## src/rtl/rv32i_types.sv

```systemverilog
// Shared issue-queue types: slot entry layout and tag/payload widths.
// Feature macro affecting users of this package: ISSUE_AGE_PRIORITY_EN.
package rv32i_types;

  localparam int IQ_TAG_W     = 6;
  localparam int IQ_PAYLOAD_W = 64;

  typedef struct packed {
    logic [IQ_PAYLOAD_W-1:0] payload;
    logic [IQ_TAG_W-1:0]     ps1;
    logic [IQ_TAG_W-1:0]     ps2;
    logic                    rdy1;
    logic                    rdy2;
  } iq_entry_t;

  function automatic logic tag_hit(
    input logic                v,
    input logic [IQ_TAG_W-1:0] a,
    input logic [IQ_TAG_W-1:0] b
  );
    return v && (a == b);
  endfunction

endpackage

```

## src/rtl/issue_select_arbiter.sv

```systemverilog
// Picks one eligible slot: lowest index, or oldest when
// ISSUE_AGE_PRIORITY_EN is defined (older_i[j][i]=1: j older than i).
module issue_arbiter #(
  parameter int N     = 3,
  parameter int IDX_W = 2
) (
  input  logic [N-1:0]          elig_i,
`ifdef ISSUE_AGE_PRIORITY_EN
  input  logic [N-1:0][N-1:0]   older_i,
`endif
  output logic                  found_o,
  output logic [IDX_W-1:0]      idx_o
);

  logic [N-1:0] win;

`ifdef ISSUE_AGE_PRIORITY_EN
  // A slot wins only if no eligible slot is older than it
  always_comb begin
    win = '0;
    for (int i = 0; i < N; i++) begin
      win[i] = elig_i[i];
      for (int j = 0; j < N; j++) begin
        if (elig_i[j] && older_i[j][i]) win[i] = 1'b0;
      end
    end
  end
`else
  // Every eligible slot competes on index alone
  always_comb begin
    win = elig_i;
  end
`endif

  // Lowest-index winner
  always_comb begin
    found_o = 1'b0;
    idx_o   = '0;
    for (int i = N-1; i >= 0; i--) begin
      if (win[i]) begin
        found_o = 1'b1;
        idx_o   = IDX_W'(i);
      end
    end
  end

endmodule

```

## src/rtl/issue_select.sv

```systemverilog
// Issue-queue read side: slot state, CDB wakeup, select and offer lock.
// Age-ordered selection is enabled by defining ISSUE_AGE_PRIORITY_EN.
import rv32i_types::*;

module issue_select #(
  parameter int QUEUE_DEPTH = 3,
  parameter int PAYLOAD_W   = IQ_PAYLOAD_W,
  parameter int TAG_W       = IQ_TAG_W,
  localparam int IDX_W      = (QUEUE_DEPTH > 1) ? $clog2(QUEUE_DEPTH) : 1
) (
  input  logic                   clk,
  input  logic                   rst_n,
  input  logic                   flush,
  input  logic                   disp_valid,
  input  logic [IDX_W-1:0]       disp_addr,
  input  logic [PAYLOAD_W-1:0]   disp_payload,
  input  logic [TAG_W-1:0]       disp_ps1,
  input  logic [TAG_W-1:0]       disp_ps2,
  input  logic                   disp_ps1_rdy,
  input  logic                   disp_ps2_rdy,
  input  logic                   cdb_valid,
  input  logic [TAG_W-1:0]       cdb_pd,
  output logic [QUEUE_DEPTH-1:0] valid_vect,
  output logic                   issue_valid,
  input  logic                   issue_ready,
  output logic [PAYLOAD_W-1:0]   issue_payload,
  output logic [IDX_W-1:0]       issue_slot
);

  logic [QUEUE_DEPTH-1:0] valid_q, valid_d;
  iq_entry_t              ent_q [QUEUE_DEPTH];
  iq_entry_t              ent_d [QUEUE_DEPTH];
  logic                   lock_q, lock_d;
  logic [IDX_W-1:0]       lock_slot_q, lock_slot_d;

  logic [QUEUE_DEPTH-1:0] elig, disp_oh, fire_oh;
  logic                   arb_found;
  logic [IDX_W-1:0]       arb_idx, sel;
  logic                   lock_live, offer, fire;
  logic                   disp_busy, disp_ok;

`ifdef ISSUE_AGE_PRIORITY_EN
  logic [QUEUE_DEPTH-1:0][QUEUE_DEPTH-1:0] older_q, older_d;
`endif

  // Eligibility and dispatch target decode
  always_comb begin
    elig    = '0;
    disp_oh = '0;
    for (int i = 0; i < QUEUE_DEPTH; i++) begin
      elig[i]    = valid_q[i] & ent_q[i].rdy1 & ent_q[i].rdy2;
      disp_oh[i] = (disp_addr == IDX_W'(i));
    end
    disp_busy = |(disp_oh & valid_q);
    disp_ok   = disp_valid & ~disp_busy & (|disp_oh);
  end

  issue_arbiter #(
    .N     (QUEUE_DEPTH),
    .IDX_W (IDX_W)
  ) u_arb (
    .elig_i  (elig),
`ifdef ISSUE_AGE_PRIORITY_EN
    .older_i (older_q),
`endif
    .found_o (arb_found),
    .idx_o   (arb_idx)
  );

  // Offer: locked slot wins over the arbiter
  always_comb begin
    sel       = lock_q ? lock_slot_q : arb_idx;
    lock_live = 1'b0;
    fire_oh   = '0;
    for (int i = 0; i < QUEUE_DEPTH; i++) begin
      if (lock_slot_q == IDX_W'(i)) lock_live = valid_q[i];
    end
    offer         = lock_q ? lock_live : arb_found;
    fire          = offer & issue_ready;
    issue_valid   = offer;
    issue_slot    = offer ? sel : '0;
    issue_payload = '0;
    for (int i = 0; i < QUEUE_DEPTH; i++) begin
      if (offer && sel == IDX_W'(i)) issue_payload = ent_q[i].payload;
      fire_oh[i] = fire && (sel == IDX_W'(i));
    end
    valid_vect = valid_q;
  end

  // Slot next state: wakeup, retire, dispatch, flush
  always_comb begin
    valid_d = valid_q;
    for (int i = 0; i < QUEUE_DEPTH; i++) begin
      ent_d[i] = ent_q[i];
      if (valid_q[i]) begin
        if (tag_hit(cdb_valid, cdb_pd, ent_q[i].ps1)) ent_d[i].rdy1 = 1'b1;
        if (tag_hit(cdb_valid, cdb_pd, ent_q[i].ps2)) ent_d[i].rdy2 = 1'b1;
      end
      if (fire_oh[i]) valid_d[i] = 1'b0;
      if (disp_ok && disp_oh[i]) begin
        ent_d[i].payload = disp_payload;
        ent_d[i].ps1     = disp_ps1;
        ent_d[i].ps2     = disp_ps2;
        ent_d[i].rdy1    = disp_ps1_rdy | tag_hit(cdb_valid, cdb_pd, disp_ps1);
        ent_d[i].rdy2    = disp_ps2_rdy | tag_hit(cdb_valid, cdb_pd, disp_ps2);
        valid_d[i]       = 1'b1;
      end
      if (flush) valid_d[i] = 1'b0;
    end
  end

  // Lock holds a stalled offer until it fires
  always_comb begin
    lock_d      = lock_q;
    lock_slot_d = lock_slot_q;
    if (flush || fire || !offer) begin
      lock_d = 1'b0;
    end else if (!issue_ready) begin
      lock_d      = 1'b1;
      lock_slot_d = sel;
    end
  end

  // State registers
  always_ff @(posedge clk or negedge rst_n) begin
    if (!rst_n) begin
      valid_q     <= '0;
      lock_q      <= 1'b0;
      lock_slot_q <= '0;
      for (int i = 0; i < QUEUE_DEPTH; i++) ent_q[i] <= '0;
    end else begin
      valid_q     <= valid_d;
      lock_q      <= lock_d;
      lock_slot_q <= lock_slot_d;
      for (int i = 0; i < QUEUE_DEPTH; i++) ent_q[i] <= ent_d[i];
    end
  end

`ifdef ISSUE_AGE_PRIORITY_EN
  // New entry is younger than every occupied slot
  always_comb begin
    older_d = older_q;
    if (flush) begin
      older_d = '0;
    end else if (disp_ok) begin
      for (int k = 0; k < QUEUE_DEPTH; k++) begin
        if (disp_oh[k]) begin
          for (int j = 0; j < QUEUE_DEPTH; j++) older_d[j][k] = valid_q[j];
          older_d[k] = '0;
        end
      end
    end
  end

  // Age matrix register
  always_ff @(posedge clk or negedge rst_n) begin
    if (!rst_n) older_q <= '0;
    else        older_q <= older_d;
  end
`endif

  disp_to_busy_slot_a : assert property (
    @(posedge clk) disable iff (!rst_n)
    !(disp_valid && !flush && disp_busy)
  );

endmodule

```

## config.mk

```make
export PLATFORM = sky130hd
export DESIGN_NAME = issue_select
export DESIGN_NICKNAME = d
export VERILOG_FILES = /design/src/rtl/rv32i_types.sv /design/src/rtl/issue_select_arbiter.sv /design/src/rtl/issue_select.sv
export SDC_FILE = /design/constraint.sdc
export NUM_CORES = 1
export LEC_CHECK = 0
export CAP_MARGIN = 0
export CORE_MARGIN = 4
export CORE_UTILIZATION = 54
export CTS_CLUSTER_DIAMETER = 80
export DETAILED_ROUTE_END_ITERATION = 12
export PLACE_DENSITY = 0.8
export SLEW_MARGIN = 40
export SYNTH_ARGS = -nofsm -noshare
export SYNTH_HDL_FRONTEND = slang
export SYNTH_SLANG_ARGS = --single-unit
```

## constraint.sdc

```tcl
create_clock -name clk -period 1.8 [get_ports clk]
set_input_delay 0.18 -clock clk [delete_from_list [all_inputs] [get_ports clk]]
set_output_delay 0.18 -clock clk [all_outputs]
set_load 0.02 [all_outputs]
```

==> flow_summary.json <==
{
  "fin_cells": 1311,
  "crit_fanout": 6,
  "drv_cap": 0,
  "arrival_ns": 2.35,
  "critPathRequiredTime_ns": 1.62,
  "final-max-slew-violation-count": 0,
  "crit_chain": "mux2i_2 > o211a_4 > a21oi_4 > buf_6 > buf_12 > a221o_1 > buf_2",
  "detail-route-antenna-nets": 0,
  "syn_area_sq_um": 10830,
  "cts_tree": "done",
  "setup_viol": 182,
  "wl_microns": 31500,
  "core_sq_um": 19590,
  "dieArea_sq_um": 22390,
  "htree_levels": 1,
  "tightestPinTransition_ns": 0.5246,
  "layout.area.seq_sq_um": 6010,
  "relSlewSlack_pct": 65.03,
  "postLayoutSetupSlackWorst_ns": -0.7288,
  "synth_cell_types": 32,
  "drt-wirelength-per-cell_microns": 24.03,
  "cts_max_path_buffers": 3,
  "yosys_warnings": 0,
  "violations": "negative setup slack",
  "layout.nets": 1119,
  "slowest_delay_ns": 0.41,
  "clock_latency_ns": 0.53,
  "yosysSeqAreaShare_pct": 55.44,
  "ys_ff_latch": 240,
  "track_usage_pct": 26.40,
  "chipWidth_microns": 149.6,
  "drc": 0,
  "synth_top_area_cell": "dfrtp_1",
  "numCtsBuffers": 26,
  "slowest_stage": "dfrtp_1",
  "path_class": "reg2out",
  "grt-ovfl-total": 0,
  "initial_core_util_pct": 55.30,
  "pin_count": 162,
  "async_flop_share_pct": 100.0,
  "hold_ws_ns": 0.1927,
  "synth_top_flop_cell": "dfrtp_1",
  "fin_skew_ns": 0.01211,
  "antenna_found_initial": 0,
  "cp-start-kind": "register",
  "power.density_nw_per_um2": 1057,
  "synthTopCellsByArea": "dfrtp_1 55%, mux2_2 24%, a221o_1 5.9%",
  "synthTopCellsByCount": "240 x dfrtp_1, 228 x mux2_2, 64 x a221o_1, 64 x nor3b_1",
  "dr.pass1.iters": 7,
  "timing.final.crit_share_pct": 140.5,
  "synth.avg_cell_area_sq_um": 14.05,
  "place_hpwl_microns": 17050,
  "synth.most_common_cell": "dfrtp_1",
  "syn_to_final_growth_pct": 45.75,
  "rows": 51,
  "die_h_microns": 149.6,
  "synth_edf_count": 0,
  "root_buffer": "clkbuf_16",
  "synth_fp_nets": 863,
  "use_met3_pct": 4.422,
  "synth_top_area_share_pct": 55.44,
  "rsz0062_at_grt": "true",
  "drt_iter0_markers": 411,
  "met1_usage_pct": 36.42,
  "finalSetupTns_ns": -88.19,
  "dpl_cell_area_sq_um": 13360,
  "gp_congestion": 0.8347,
  "vias": 7854,
  "grt_pass1_wl_microns": 46600,
  "numPlacedInstances": 1206,
  "vias_per_cell": 5.991,
  "power.leakage_uw": 0.006748,
  "final_area_sq_um": 15790,
  "hold_class": "in2async",
  "status": "finished, violations left",
  "cts_sinks": 240,
  "fin_crit_ns": 2.529,
  "hold_viol": 0,
  "multiInputGateArea_sq_um": 5022,
  "netlist_instances": 771,
  "grt_util_met2_pct": 43.78,
  "fmax_mhz": 395.4,
  "end_kind": "primary output",
  "peakVddDrop_v": 0.0009210,
  "drive_above_1_share_pct": 48.18,
  "grt_max_degree": 62,
  "antenna_cells": 0,
  "busiest_layer": "met2",
  "clk_pin_slew_worst_paths_ns": 0.06,
  "nFillCells": 1056,
  "grt_pass1_vias": 8229,
  "numPortBuffers": 161
}
[final cells by class]
type	instances	area share [%]
timing repair buffer	289	22.38
sequential	240	38.06
clock inverter	6	0.5468
inverter	2	0.04755
clock buffer	41	5.056
tap	265	2.100
multi-input combinational	468	31.81
[routing by layer]
| layer | vias to the layer above | part of all wire (%) | wire, microns |
|---|---|---|---|
| li1 | 3406 | - | - |
| met1 | 4076 | 42 | 13390 |
| met2 | 309 | 49 | 15480 |
| met3 | 63 | 5.9 | 1859 |
| met4 | 0 | 2.5 | 775 |
| met5 | - | 0 | 0 |
[power by group]
part,internal (uW),switching [uW]
clock,3320,2140
sequential,6530,709
combinational,2400,1600
[cells in the final DEF, fill, tap and decap left out, types with 7 or more instances in the layout]
cell / instances
clkbuf_16: 36
a211oi_1: 7
buf_4: 49
buf_6: 86
a221o_1: 64
clkdlybuf4s50_1: 90
nor3_1: 9
buf_16: 11
dfrtp_1: 237
mux2_2: 154
clkbuf_1: 7
clkbuf_8: 7
nor3b_1: 44
buf_8: 7
mux2_4: 74
nor3b_2: 19
buf_12: 31
xor2_1: 46
[worst max-delay path: cells and delay by family (launching register included)]
family | cells | cell delay, ns
AO/OA/AOI/OAI | 3 | 0.68
buffers and inverters | 3 | 0.46
flip-flops | 1 | 0.41
multiplexers | 1 | 0.28
[flip-flops by register name, indices dropped and copies added (netlist names)]
signal,count
valid_vect,3
ent_q,234
lock_q,1
lock_slot_q,2
[worst paths after layout]
check                                                 from                        end  slack, ns  cells past startpoint
worst max-delay path            lock_slot_q[0]$_DFFE_PN0P_          issue_payload[34]      -0.73                      7
worst min-delay path                                 rst_n     ent_q[199]$_DFFE_PN0P_       0.19                      2
worst max register to register   valid_vect[0]$_DFFE_PN0P_     ent_q[178]$_DFFE_PN0P_      -0.62                     12
worst min register to register       ent_q[25]$_DFFE_PN0P_      ent_q[25]$_DFFE_PN0P_       0.50                      1
max in group asynchronous                            rst_n  valid_vect[2]$_DFFE_PN0P_       0.94                      3
min in group clk                          disp_payload[12]     ent_q[182]$_DFFE_PN0P_       0.32                      2
[metrics by stage]
step	utilization, %	setup WS, ns	power [uW]
after floorplan	-	-0.02616	9058
after global placement	68.17	-0.6060	10430
after detailed placement	68.17	-0.6254	10550
after CTS	76.88	-0.7206	16260
after global routing	80.60	-0.8063	17360
final	80.60	-0.7288	16690
[repair_timing]
action / 4_1_cts / 5_1_grt
gates cloned: 13 / 11
resized for setup: 412 / 163
hold buffers: 1 / 0
pin swaps: 9 / 11
endpoints found under the hold margin: 53 / 0
buffers inserted: 30 / 13
setup endpoints to repair: 147 / 281
[cell families (layout without fill, tap and decap cells)]
| logic type | after synthesis | after routing | synth area share [%] |
|---|---|---|---|
| flops | 240 | 240 | 55.44 |
| mux | 230 | 230 | 23.89 |
| simple gates | 101 | 101 | 6.283 |
| compound gates | 89 | 89 | 7.623 |
| buf+inv | 63 | 338 | 2.888 |
| xor+xnor | 48 | 48 | 3.881 |
No activity file was read; power rests on OpenSTA's default activity.
